## config.mk

```make
export PLATFORM = sky130hd
export DESIGN_NAME = axis_out_packer_flat
export DESIGN_NICKNAME = d
export VERILOG_FILES = /design/src/rtl/axis_out_packer_if.sv /design/src/rtl/axis_out_packer.sv /design/src/flat_wrapper.sv
export SDC_FILE = /design/constraint.sdc
export NUM_CORES = 1
export LEC_CHECK = 0
export BUFFER_PORTS_ARGS = -buffer_cell sky130_fd_sc_hd__buf_4
export CORE_ASPECT_RATIO = 0.8
export CORE_UTILIZATION = 30
export CTS_CLUSTER_DIAMETER = 50
export DETAILED_ROUTE_END_ITERATION = 8
export PLACE_DENSITY = 0.51
export SLEW_MARGIN = 20
export SYNTH_ARGS = -nofsm -noshare
export SYNTH_HDL_FRONTEND = slang
export SYNTH_SLANG_ARGS = --single-unit
```

## constraint.sdc

```tcl
create_clock -name aclk -period 2 [get_ports aclk]
set_clock_uncertainty 0.1 [all_clocks]
set_input_delay 0.6 -clock aclk [delete_from_list [all_inputs] [get_ports aclk]]
set_output_delay 0.6 -clock aclk [all_outputs]
set_load 0.02 [all_outputs]
```

## src/rtl/axis_out_packer_if.sv

```systemverilog
// axis_out_packer_if: result-beat input stream and packed AXI-Stream output of axis_out_packer
interface axis_out_packer_if #(
  parameter int ROWS      = 4,
  parameter int Y_BITS    = 24,
  parameter int AXI_WIDTH = 256,
  parameter int W_BPT     = 8
);
  logic                   s_valid;
  logic                   s_ready;
  logic [ROWS*Y_BITS-1:0] s_data;
  logic                   s_last;
  logic [W_BPT-1:0]       s_bpt;
  logic                   s_relu;
  logic                   m_axis_tready;
  logic                   m_axis_tvalid;
  logic [AXI_WIDTH-1:0]   m_axis_tdata;
  logic [AXI_WIDTH/8-1:0] m_axis_tkeep;
  logic                   m_axis_tlast;
  logic [W_BPT-1:0]       m_axis_tuser;
  modport slave (
    input  s_valid, s_data, s_last, s_bpt, s_relu, m_axis_tready,
    output s_ready, m_axis_tvalid, m_axis_tdata, m_axis_tkeep, m_axis_tlast, m_axis_tuser
  );
  modport master (
    output s_valid, s_data, s_last, s_bpt, s_relu, m_axis_tready,
    input  s_ready, m_axis_tvalid, m_axis_tdata, m_axis_tkeep, m_axis_tlast, m_axis_tuser
  );
endinterface

```

## src/rtl/axis_out_packer.sv

```systemverilog
// axis_out_packer: converts signed lanes to Y_OUT_BITS (extend/saturate) and packs slots into AXI beats; OUT_PACKER_RELU_EN adds ReLU
module axis_out_packer #(
  parameter int ROWS       = 4,
  parameter int Y_BITS     = 24,
  parameter int Y_OUT_BITS = 16,
  parameter int AXI_WIDTH  = 256,
  parameter int W_BPT      = 8
) (
  input logic aclk,
  input logic aresetn,
  axis_out_packer_if.slave bus
);
  localparam int SLOT_W = ROWS * Y_OUT_BITS;
  localparam int P      = AXI_WIDTH / SLOT_W;
  localparam int CW     = P > 1 ? $clog2(P) : 1;
  localparam int KW     = AXI_WIDTH / 8;
  localparam int SB     = SLOT_W / 8;
  logic [SLOT_W-1:0]    slot;
  logic [AXI_WIDTH-1:0] acc;
  logic [AXI_WIDTH-1:0] merged;
  logic [KW-1:0]        keep;
  logic [CW-1:0]        cnt;
  logic                 accept;
  logic                 done;
  for (genvar i = 0; i < ROWS; i++) begin : g_lane
    logic [Y_BITS-1:0] y_in;
    logic [Y_BITS-1:0] y;
    assign y_in = bus.s_data[i*Y_BITS +: Y_BITS];
`ifdef OUT_PACKER_RELU_EN
    assign y = (bus.s_relu && y_in[Y_BITS-1]) ? '0 : y_in;
`else
    assign y = y_in;
`endif
    if (Y_OUT_BITS > Y_BITS) begin : g_ext
      assign slot[i*Y_OUT_BITS +: Y_OUT_BITS] = {{(Y_OUT_BITS-Y_BITS){y[Y_BITS-1]}}, y};
    end else if (Y_OUT_BITS == Y_BITS) begin : g_eq
      assign slot[i*Y_OUT_BITS +: Y_OUT_BITS] = y;
    end else begin : g_sat
      logic fits;
      assign fits = y[Y_BITS-1:Y_OUT_BITS-1] == {(Y_BITS-Y_OUT_BITS+1){y[Y_BITS-1]}};
      assign slot[i*Y_OUT_BITS +: Y_OUT_BITS] = fits ? y[Y_OUT_BITS-1:0]
                                                     : {y[Y_BITS-1], {(Y_OUT_BITS-1){~y[Y_BITS-1]}}};
    end
  end
`ifndef OUT_PACKER_RELU_EN
  logic unused_relu;
  assign unused_relu = bus.s_relu;
`endif
  assign bus.s_ready = !bus.m_axis_tvalid || bus.m_axis_tready;
  assign accept      = bus.s_valid && bus.s_ready;
  assign done        = accept && (cnt == CW'(P - 1) || bus.s_last);
  assign merged      = acc | (AXI_WIDTH'(slot) << (SLOT_W * int'(cnt)));
  assign keep        = ~({KW{1'b1}} << (SB * (int'(cnt) + 1)));
  // slot counter and partially packed beat; cleared whenever a beat is handed to the output
  always_ff @(posedge aclk or negedge aresetn)
    if (!aresetn) begin
      cnt <= '0;
      acc <= '0;
    end else if (done) begin
      cnt <= '0;
      acc <= '0;
    end else if (accept) begin
      cnt <= cnt + 1'b1;
      acc <= merged;
    end
  // output register: reloads on a completing accept (even while draining), else drops valid on handshake
  always_ff @(posedge aclk or negedge aresetn)
    if (!aresetn) begin
      bus.m_axis_tvalid <= 1'b0;
      bus.m_axis_tdata  <= '0;
      bus.m_axis_tkeep  <= '0;
      bus.m_axis_tlast  <= 1'b0;
      bus.m_axis_tuser  <= '0;
    end else if (done) begin
      bus.m_axis_tvalid <= 1'b1;
      bus.m_axis_tdata  <= merged;
      bus.m_axis_tkeep  <= keep;
      bus.m_axis_tlast  <= bus.s_last;
      bus.m_axis_tuser  <= bus.s_bpt;
    end else if (bus.m_axis_tready) begin
      bus.m_axis_tvalid <= 1'b0;
    end
endmodule

```

## src/flat_wrapper.sv

```systemverilog
// flat-port wrapper written by rule: the top's interface ports become plain ports
module axis_out_packer_flat 
#(
  parameter int ROWS       = 4,
  parameter int Y_BITS     = 24,
  parameter int Y_OUT_BITS = 16,
  parameter int AXI_WIDTH  = 256,
  parameter int W_BPT      = 8
)
  (aclk, aresetn, bus_s_valid, bus_s_data, bus_s_last, bus_s_bpt, bus_s_relu, bus_m_axis_tready, bus_s_ready, bus_m_axis_tvalid, bus_m_axis_tdata, bus_m_axis_tkeep, bus_m_axis_tlast, bus_m_axis_tuser);
  axis_out_packer_if #(.ROWS(ROWS), .Y_BITS(Y_BITS), .AXI_WIDTH(AXI_WIDTH), .W_BPT(W_BPT)) bus_i ();
  input logic aclk;
  input logic aresetn;
  input wire logic [$bits(bus_i.s_valid)-1:0] bus_s_valid;
  input wire logic [$bits(bus_i.s_data)-1:0] bus_s_data;
  input wire logic [$bits(bus_i.s_last)-1:0] bus_s_last;
  input wire logic [$bits(bus_i.s_bpt)-1:0] bus_s_bpt;
  input wire logic [$bits(bus_i.s_relu)-1:0] bus_s_relu;
  input wire logic [$bits(bus_i.m_axis_tready)-1:0] bus_m_axis_tready;
  output wire logic [$bits(bus_i.s_ready)-1:0] bus_s_ready;
  output wire logic [$bits(bus_i.m_axis_tvalid)-1:0] bus_m_axis_tvalid;
  output wire logic [$bits(bus_i.m_axis_tdata)-1:0] bus_m_axis_tdata;
  output wire logic [$bits(bus_i.m_axis_tkeep)-1:0] bus_m_axis_tkeep;
  output wire logic [$bits(bus_i.m_axis_tlast)-1:0] bus_m_axis_tlast;
  output wire logic [$bits(bus_i.m_axis_tuser)-1:0] bus_m_axis_tuser;
  assign bus_i.s_valid = bus_s_valid;
  assign bus_i.s_data = bus_s_data;
  assign bus_i.s_last = bus_s_last;
  assign bus_i.s_bpt = bus_s_bpt;
  assign bus_i.s_relu = bus_s_relu;
  assign bus_i.m_axis_tready = bus_m_axis_tready;
  assign bus_s_ready = bus_i.s_ready;
  assign bus_m_axis_tvalid = bus_i.m_axis_tvalid;
  assign bus_m_axis_tdata = bus_i.m_axis_tdata;
  assign bus_m_axis_tkeep = bus_i.m_axis_tkeep;
  assign bus_m_axis_tlast = bus_i.m_axis_tlast;
  assign bus_m_axis_tuser = bus_i.m_axis_tuser;
  axis_out_packer #(.ROWS(ROWS), .Y_BITS(Y_BITS), .Y_OUT_BITS(Y_OUT_BITS), .AXI_WIDTH(AXI_WIDTH), .W_BPT(W_BPT)) u_core (.aclk(aclk), .aresetn(aresetn), .bus(bus_i));
endmodule
```

==> flow_metrics.env, run 1 <==
export IMPL_place_congestion=0.820
export IMPL_reg2reg_to="u_core.bus.m_axis_tdata[157]"
export IMPL_setup_violations=0
export IMPL_p_seq_share_pct=38.9
export IMPL_path_clk_slew_ns=0.06
export IMPL_r2r_start="u_core.cnt[0]"
export IMPL_maxCapViolations=0
export IMPL_row_count=90
export IMPL_fin_nets=2608
export IMPL_dp_slack_ns=-0.507
export IMPL_critPathTopFamily="flip-flops"
export IMPL_dieArea_sq_um=77500
export IMPL_startpoint="u_core.bus.m_axis_tvalid"
export IMPL_final_seq_area_sq_um=13200
export IMPL_die_width_um=311
export IMPL_status="complete, no violations"
export IMPL_crit_end="bus_s_ready"
export IMPL_fin_util_pct=41.4
export IMPL_first_pass_iters=5
export IMPL_setup_slack_ns=0.0120
export IMPL_max_freq_ghz=0.503
export IMPL_multiInputGateArea_sq_um=8830
export IMPL_syn_mean_instance_area_sq_um=11.2
export IMPL_post_route_period_util_pct=99.4
export IMPL_p_leak_nw=14.1
export IMPL_worstPathMaxFanout=3
export IMPL_whs_ns=0.0871
export IMPL_worst_path_largest_cell_delay_ns=0.41
export IMPL_core_area_sq_um=75400
export IMPL_power_density_nw_per_um2=1270
export IMPL_root_buffer="clkbuf_16"
export IMPL_worst_ep_arrival_time_ns=1.29
export IMPL_cpMaxStageDelayCell="dfrtp_1"
export IMPL_p_sw_share_pct=33.5
export IMPL_grt_use_total_pct=20.0
export IMPL_hold_viol=0
export IMPL_ys_flop_type="dfrtp_1"
export IMPL_grt_pass1_vias=19095
export IMPL_yosysTopAreaCellShare_pct=57.7
export IMPL_grt_first_pass_wirelength_mm=120
export IMPL_final_common_cell="dfrtp_1"
export IMPL_reg2reg_depth=9
export IMPL_post_route_drc_count=0
export IMPL_start_kind="flip-flop"
export IMPL_yosysWarnings=0
export IMPL_via_per_inst=5.43
export IMPL_grt_max_degree=81
export IMPL_combinationalPowerShare_pct=29.2
export IMPL_area_delta_synth_final_pct=36.3
export IMPL_fillers=7155
export IMPL_cts_tree="built"
export IMPL_cp_depth=3
export IMPL_initialDrtViolationCount=1833
export IMPL_min_period_ns=1.99
export IMPL_synthArstFlopShare_pct=100
export IMPL_synth_edf_count=0
export IMPL_rsz0062_at_grt="yes"
export IMPL_htreeDepth=3
export IMPL_slew_limit_headroom_pct=64.8
export IMPL_ir_drop_mv=0.699
export IMPL_critical_path_buf_inv_count=2
export IMPL_routed_wl_mm=81.5
export IMPL_hp_start="bus_s_bpt[0]"
export IMPL_slew_viol_final=0
export IMPL_synth_seq_area_share_pct=57.7
export IMPL_clkLatencyLatePin_ns=0.60
export IMPL_syn_inst=2055
export IMPL_start_util_pct=30.4
export IMPL_crit_required_ns=1.30
export IMPL_worst_slew_pin_slew_ns=0.528
export IMPL_crit_path_cell_trace="nand2b_4 > buf_6 > buf_6"
export IMPL_antenna_found_initial=1
export IMPL_clkSinkCount=528
export IMPL_port_buffers=407
export IMPL_final_cell_mix="dfrtp_1 (524), nor2_1 (496), buf_4 (478), o22ai_1 (240), a32o_1 (240)"
export IMPL_die_h_um=249
export IMPL_syn_cell_area_sq_um=22900
export IMPL_place_inst=3410
export IMPL_ant_nets=0
export IMPL_clockBufferDepth=3
export IMPL_drive_gt1_share_pct=32.0
export IMPL_hpwl_mm=53.2
export IMPL_grt_overflow=0
export IMPL_vias=19333
export IMPL_ios=409
export IMPL_cp_common_cell="buf_6"
export IMPL_layout_cells_non_filler=3558
export IMPL_syn_nets=2169
export IMPL_p_int_mw=26.4
export IMPL_endpoint_kind="output pin"
export IMPL_clkPwrFrac_pct=31.9
export IMPL_synthTopCellsByArea="dfrtp_1 (58%), a32o_1 (10%), nor2_1 (8.2%), o22ai_1 (6.6%), a22oi_4 (3.7%)"
export IMPL_p_switching_mw=13.3
export IMPL_critPathKind="reg2out"
export IMPL_synth_top_area_cell="dfrtp_1"
export IMPL_numCtsBuffers=66
export IMPL_ys_ff_latch=528
export IMPL_avgRoutedWirePerCell_um=22.9
export IMPL_r2r_slack_ns=0.06
export IMPL_synth_cell_type_count=34
export IMPL_worst_hold_path_type="in2reg"
layer usage:
metal | vias to the layer above | routed length, um | GRT usage (%) | part of all wire, %
li1 | 8571 | - | - | -
met1 | 10004 | 37200 | 28.3 | 46
met2 | 651 | 37600 | 31.1 | 46
met3 | 107 | 4980 | 3.73 | 6.1
met4 | 0 | 1750 | 5.53 | 2.1
met5 | - | 0 | 0 | 0
synth_stat cells (all sizes together), types with 5 or more instances:
cell / n
a22oi: 60
nand4: 8
or3: 60
nor2: 503
o22ai: 240
and2: 6
dfrtp: 528
a21o: 56
nand2: 49
inv: 10
buf: 89
a32o: 240
and3: 5
or4: 8
a21oi: 32
clkbuf: 118
o21ai: 22
logic make-up after synthesis:
logic type | share of synthesized area (%)
adder cells (fa/ha/maj) | 0.218
AO/OA/AOI/OAI | 25.1
buffers and inverters | 4.29
flip-flops | 57.7
AND/OR/NAND/NOR | 12.8
worst min path at each step:
stage	end	slack [ns]	cells after the start
after global routing	u_core.bus.m_axis_tuser[0]	0.07	3
final	u_core.bus.m_axis_tuser[0]	0.09	3
after global placement	u_core.bus.m_axis_tuser[0]	0.37	2
after CTS	u_core.bus.m_axis_tuser[0]	0.04	3
after detailed placement	u_core.bus.m_axis_tuser[7]	0.37	2
after floorplan	u_core.acc[0]	0.20	0
registers in the layout, summed over array words and instances (netlist names):
signal and cells:
u_core.acc 256, u_core.bus.m_axis_tdata 256, u_core.bus.m_axis_tuser 8, u_core.bus.m_axis_tkeep 4
u_core.cnt 2, u_core.bus.m_axis_tlast 1, u_core.bus.m_axis_tvalid 1
metrics by stage:
stage	power, mW	setup TNS, ns	area (sq um)
after floorplan	21.2	-57.77	23000
after global placement	26.7	-179.71	28100
after detailed placement	26.9	-188.06	28100
after CTS	39.9	-0.0751	30700
after global routing	41.5	-0.352	31200
final	39.7	0	31200
worst min-delay path: stages:
cell and delay (ns):
buf_4 0.08, nand2_1 0.04, nand2_1 0.04
power groups by stage:
stage	Clock, mW	Sequential [mW]	Combinational [mW]
final	12.6	15.5	11.6
after global routing	13.3	15.8	12.4
after CTS	12.9	15.4	11.5
after detailed placement	0	15.6	11.3
after global placement	0	15.5	11.2
after floorplan	0	17.0	4.21
final cells by class:
type                    count  share of cell area, %
clock buffers              94                   6.08
diodes                      1                0.00801
inverters                  10                  0.120
well taps                1012                   4.05
clock inverters            25                   1.31
multi-input cells        1310                   28.3
repair buffers            578                   17.8
flip-flops and latches    528                   42.3
repair_timing:
action                     in CTS  in global routing
hold endpoints to repair       22                  0
setup endpoints to repair     456                285
buffers inserted                7                  4
hold buffers                    1                  0
gates cloned                    4                 12
pin swaps                       2                 52
resized for setup              16                 40
Note: power is estimated with default switching activity, not from simulation.
==> run 2, diff against run 1 <==
==> constraint.sdc (replaced) <==
create_clock -name aclk -period 2 [get_ports aclk]
set_clock_uncertainty 0.1 [all_clocks]
set_input_delay 0.1 -clock aclk [delete_from_list [all_inputs] [get_ports aclk]]
set_output_delay 0.1 -clock aclk [all_outputs]
set_load 0.02 [all_outputs]
==> flow_metrics.env, run 2 (synthesis results as in run 1) <==
export IMPL_p_leak_nw=14.1
export IMPL_post_route_cell_area_sq_um=31300
export IMPL_via_per_inst=5.37
export IMPL_violations="setup timing"
export IMPL_crit_required_ns=2.38
export IMPL_die_h_um=249
export IMPL_post_route_drc_count=0
export IMPL_setup_violations=1
export IMPL_worst_hold_path_type="in2async"
export IMPL_grt_pass1_vias=19415
export IMPL_final_seq_area_sq_um=13200
export IMPL_dpl_cell_area_sq_um=27800
export IMPL_clkLatencyLatePin_ns=0.60
export IMPL_worst_ep_arrival_time_ns=2.38
export IMPL_reg2reg_to="u_core.acc[199]"
export IMPL_initialDrtViolationCount=1600
export IMPL_worstPathMaxFanout=8
export IMPL_routed_wl_mm=81.0
export IMPL_grt_first_pass_wirelength_mm=119
export IMPL_worst_path_largest_cell_delay_ns=0.39
export IMPL_ir_drop_mv=0.588
export IMPL_cts_tree="built"
export IMPL_final_cell_mix="dfrtp_1 (528), nor2_1 (496), buf_4 (470), o22ai_1 (239), a32o_1 (239)"
export IMPL_place_congestion=0.815
export IMPL_numCtsBuffers=67
export IMPL_cp_depth=8
export IMPL_largestRegisters="u_core.acc: 256 flops, u_core.bus.m_axis_tdata: 256 flops, u_core.bus.m_axis_tuser: 8 flops"
export IMPL_clkSinkCount=528
export IMPL_core_area_sq_um=75400
export IMPL_grt_overflow=0
export IMPL_fin_nets=2650
export IMPL_r2r_start="u_core.cnt[0]"
export IMPL_cpMaxStageDelayCell="dfrtp_1"
export IMPL_max_freq_ghz=0.499
export IMPL_setup_slack_ns=-0.00451
export IMPL_clockBufferDepth=3
export IMPL_place_inst=3377
export IMPL_die_width_um=311
export IMPL_root_buffer="clkbuf_16"
export IMPL_r2r_slack_ns=-0.005
export IMPL_min_period_ns=2.00
export IMPL_fin_util_pct=41.6
export IMPL_area_delta_synth_final_pct=36.8
export IMPL_ios=409
export IMPL_dieArea_sq_um=77500
export IMPL_endpoint_kind="flip-flop"
export IMPL_tns_ns=-0.00451
export IMPL_final_common_cell="dfrtp_1"
export IMPL_post_route_period_util_pct=100
export IMPL_worst_slew_pin_slew_ns=0.928
export IMPL_grt_use_total_pct=19.7
export IMPL_layout_cells_non_filler=3596
export IMPL_critical_path_buf_inv_count=3
export IMPL_row_count=90
export IMPL_ant_nets=0
export IMPL_drive_gt1_share_pct=30.4
export IMPL_vias=19312
export IMPL_power_density_nw_per_um2=1240
export IMPL_antenna_found_initial=1
export IMPL_htreeDepth=3
export IMPL_whs_ns=0.116
export IMPL_critPathKind="reg2reg"
export IMPL_grt_max_degree=100
export IMPL_rsz0062_at_grt="yes"
export IMPL_status="finished, violations left"
export IMPL_port_buffers=407
export IMPL_hold_viol=0
export IMPL_maxCapViolations=0
export IMPL_slew_viol_final=0
export IMPL_first_pass_iters=7
export IMPL_start_kind="flip-flop"
export IMPL_critPathTopFamily="buffers and inverters"
export IMPL_reg2reg_depth=8
export IMPL_diodes=0
export IMPL_cp_common_cell="buf_12"
export IMPL_multiInputGateArea_sq_um=8840
export IMPL_fillers=7194
export IMPL_slew_limit_headroom_pct=38.1
export IMPL_hpwl_mm=51.6
export IMPL_path_clk_slew_ns=0.06
export IMPL_p_total_mw=38.9
export IMPL_crit_path_cell_trace="ha_4 > nor2_4 > nand3b_1 > buf_12 > and2_4 > buf_12 > clkbuf_16 > a32o_1"
export IMPL_start_util_pct=30.4
export IMPL_avgRoutedWirePerCell_um=22.5
export IMPL_dp_slack_ns=-0.0172
## run 2: cell types whose count changed in the layout (fill, tap and decap cells not counted), moves of 4 or more
cell / delta
dlygate4sd3_1: +75
clkinv_2: +5
clkinv_4: +4
buf_4: -8
buf_8: -5
dfrtp_2: -4
buf_12: -11
bufinv_16: -6
clkbuf_1: -5
clkbuf_8: -5
dfrtp_1: +4
buf_6: -7
## run 2: timing repair
item / 4_1_cts / 5_1_grt
cloned: 0 / 13
buffers inserted: 0 / 12
endpoints found under the setup margin: 87 / 356
resized for setup: 7 / 29
endpoints found under the hold margin: 1041 / 0
pin swaps: 1 / 2
hold buffers: 77 / 0
## run 2: worst max-delay path by stage
stage / start / end / slack, ns
2_1_floorplan: u_core.cnt[0] / u_core.bus.m_axis_tdata[110] / -0.04
3_3_place_gp: bus_s_data[67] / u_core.bus.m_axis_tdata[99] / 0.02
3_5_place_dp: u_core.cnt[0] / u_core.acc[119] / -0.02
4_1_cts: u_core.cnt[1] / u_core.bus.m_axis_tdata[12] / 0.008
5_1_grt: u_core.cnt[0] / u_core.acc[208] / -0.06
6_report: u_core.cnt[0] / u_core.acc[199] / -0.005
## run 2: layout make-up
type,instances,area share [%]
multi-input cells,1310,28.2
repair buffers,619,18.6
well taps,1012,4.04
flip-flops and latches,528,42.1
clock inverters,30,0.970
inverters,10,0.120
clock buffers,87,5.98
## run 2: routing by layer
layer | wire (um) | track usage [%] | vias up
met3 | 4840 | 3.98 | 111
met1 | 36800 | 27.3 | 9952
met4 | 1950 | 6.64 | 0
met2 | 37400 | 30.8 | 599
li1 | - | - | 8650
met5 | 0 | 0 | -
## run 2: report_power, final
part / leakage, nW / internal (mW) / total, mW / switching (mW)
logic: 6.48 / 5.06 / 11.5 / 6.40
clock network: 1.06 / 7.08 / 11.9 / 4.86
registers: 6.58 / 13.5 / 15.5 / 2.00
## run 2: worst register-to-register path, delay by kind of cell (launching register included)
kind                     cells  cell delay [ns]
AO/OA/AOI/OAI                1             0.28
AND/OR/NAND/NOR              3             0.43
adder cells (fa/ha/maj)      1             0.17
buffers and inverters        3             0.52
flip-flops                   1             0.39
==> run 3, diff against run 2 <==
- CELL_PAD_IN_SITES_DETAIL_PLACEMENT: unset -> 0
- CELL_PAD_IN_SITES_GLOBAL_PLACEMENT: unset -> 2
- PLACE_DENSITY: 0.51 -> 0.72
==> flow_metrics.env, run 3 (synthesis results as in run 1) <==
export IMPL_status="complete, no violations"
export IMPL_numCtsBuffers=68
export IMPL_grt_first_pass_wirelength_mm=122
export IMPL_via_per_inst=5.34
export IMPL_initialDrtViolationCount=1196
export IMPL_row_count=90
export IMPL_area_delta_synth_final_pct=35.9
export IMPL_worst_ep_arrival_time_ns=2.33
export IMPL_routed_wl_mm=81.1
export IMPL_crit_required_ns=2.36
export IMPL_slew_limit_headroom_pct=35.7
export IMPL_final_common_cell="dfrtp_1"
export IMPL_critPathKind="reg2reg"
export IMPL_post_route_cell_area_sq_um=31100
export IMPL_die_h_um=249
export IMPL_p_total_mw=38.8
export IMPL_root_buffer="clkbuf_16"
export IMPL_cp_common_cell="buf_12"
export IMPL_vias=19170
export IMPL_critPathTopFamily="buffers and inverters"
export IMPL_start_kind="flip-flop"
export IMPL_clkSinkCount=528
export IMPL_worstPathMaxFanout=8
export IMPL_grt_use_total_pct=20.2
export IMPL_clockBufferDepth=3
export IMPL_htreeDepth=3
export IMPL_setup_violations=0
export IMPL_largestRegisters="u_core.acc: 256 flops, u_core.bus.m_axis_tdata: 256 flops, u_core.bus.m_axis_tuser: 8 flops"
export IMPL_hold_viol=0
export IMPL_whs_ns=0.120
export IMPL_crit_path_cell_trace="ha_2 > nor2_2 > nand3b_1 > buf_12 > and2_4 > buf_12 > clkbuf_16 > a32o_1"
export IMPL_maxCapViolations=0
export IMPL_core_area_sq_um=75400
export IMPL_place_congestion=0.782
export IMPL_worst_hold_path_type="in2reg"
export IMPL_cpMaxStageDelayCell="dfrtp_1"
export IMPL_antenna_found_initial=0
export IMPL_post_route_drc_count=0
export IMPL_cts_tree="built"
export IMPL_power_density_nw_per_um2=1250
export IMPL_dieArea_sq_um=77500
export IMPL_ios=409
export IMPL_avgRoutedWirePerCell_um=22.6
export IMPL_max_freq_ghz=0.509
export IMPL_dpl_cell_area_sq_um=27900
export IMPL_worst_slew_pin_slew_ns=0.964
export IMPL_slew_viol_final=0
export IMPL_ant_nets=0
export IMPL_fin_util_pct=41.3
export IMPL_min_period_ns=1.97
export IMPL_final_cell_mix="dfrtp_1 (528), nor2_1 (498), buf_4 (462), o22ai_1 (240), a32o_1 (240)"
export IMPL_hpwl_mm=53.6
export IMPL_path_clk_slew_ns=0.05
export IMPL_clkLatencyLatePin_ns=0.59
export IMPL_start_util_pct=30.4
export IMPL_ir_drop_mv=0.634
export IMPL_worst_path_largest_cell_delay_ns=0.35
export IMPL_fin_nets=2639
export IMPL_first_pass_iters=5
export IMPL_rsz0062_at_grt="yes"
export IMPL_drive_gt1_share_pct=29.6
export IMPL_grt_pass1_vias=19378
export IMPL_post_route_period_util_pct=98.3
export IMPL_die_width_um=311
export IMPL_critical_path_buf_inv_count=3
export IMPL_port_buffers=407
export IMPL_endpoint_kind="flip-flop"
export IMPL_grt_max_degree=85
export IMPL_p_leak_nw=14.0
export IMPL_grt_overflow=0
## run 3: cell count changes in the layout (fill, tap and decap cells not counted), moves of 2 or more
cell | previous run | this run
nor2_1 | 496 | 498
and3_1 | 3 | 5
clkinv_4 | 4 | 2
clkinv_2 | 10 | 4
buf_16 | 11 | 5
buf_12 | 42 | 53
clkbuf_8 | 6 | 10
clkbuf_16 | 81 | 76
clkbuf_1 | 11 | 18
buf_4 | 470 | 462
buf_6 | 7 | 4
## run 3: cell type report
class                      count  area [sq um]
multi-input combinational   1310          8800
antenna                        1          2.50
timing repair buffer         607          5640
inverter                      10          37.5
tap                         1012          1270
clock buffer                  98          1960
fill                        7262         44300
sequential                   528         13200
clock inverter                22           231
## run 3: path summary, 6_finish.rpt
check / startpoint / endpoint / slack [ns] / cells after the start
worst min-delay path: bus_s_data[87] / u_core.acc[182] / 0.12 / 4
worst max register to register: u_core.cnt[1] / u_core.acc[172] / 0.03 / 8
worst max-delay path: u_core.cnt[1] / u_core.acc[172] / 0.03 / 8
min in group asynchronous: aresetn / u_core.acc[192] / 0.18 / 3
max in group asynchronous: aresetn / u_core.acc[149] / 1.16 / 3
worst min register to register: u_core.bus.m_axis_tuser[3] / u_core.bus.m_axis_tuser[3] / 0.38 / 2
## run 3: routing by layer
metal  track usage, %  wire, um  share of wire, %  up-vias
met5                0         0                 0        -
met4             4.97      1310               1.6        0
met3             3.75      4460               5.5       96
met2             32.5     38800                48      540
met1             27.9     36600                45     9911
li1                 -         -                 -     8623
## run 3: power breakdown
part | internal (mW) | leakage, nW | switching (mW) | total, mW
registers | 13.5 | 6.58 | 1.92 | 15.4
logic | 5.03 | 6.37 | 6.45 | 11.5
clock network | 7.12 | 1.05 | 4.83 | 12.0
## run 3: worst reg2reg max path: stages (launching register included)
cell	delay [ns]
dfrtp_1	0.35
ha_2	0.19
nor2_2	0.05
nand3b_1	0.22
buf_12	0.19
and2_4	0.16
buf_12	0.15
clkbuf_16	0.18
a32o_1	0.26
## run 3: repair_timing
item	4_1_cts	5_1_grt
endpoints found under the hold margin	1054	0
gates resized for setup	0	11
pin swaps	0	4
setup buffers	0	7
setup endpoints to repair	1	285
cloned	0	7
hold buffers	77	0
## run 3: metrics by stage
stage          setup TNS [ns]  setup WS, ns  std cells
2_1_floorplan           -3.34       -0.0404       2055
3_3_place_gp                0       0.00617       3376
3_5_place_dp          -0.0589       -0.0252       3376
4_1_cts              -0.00363      -0.00363       3573
5_1_grt                -0.203       -0.0208       3587
6_report                    0        0.0344       3588
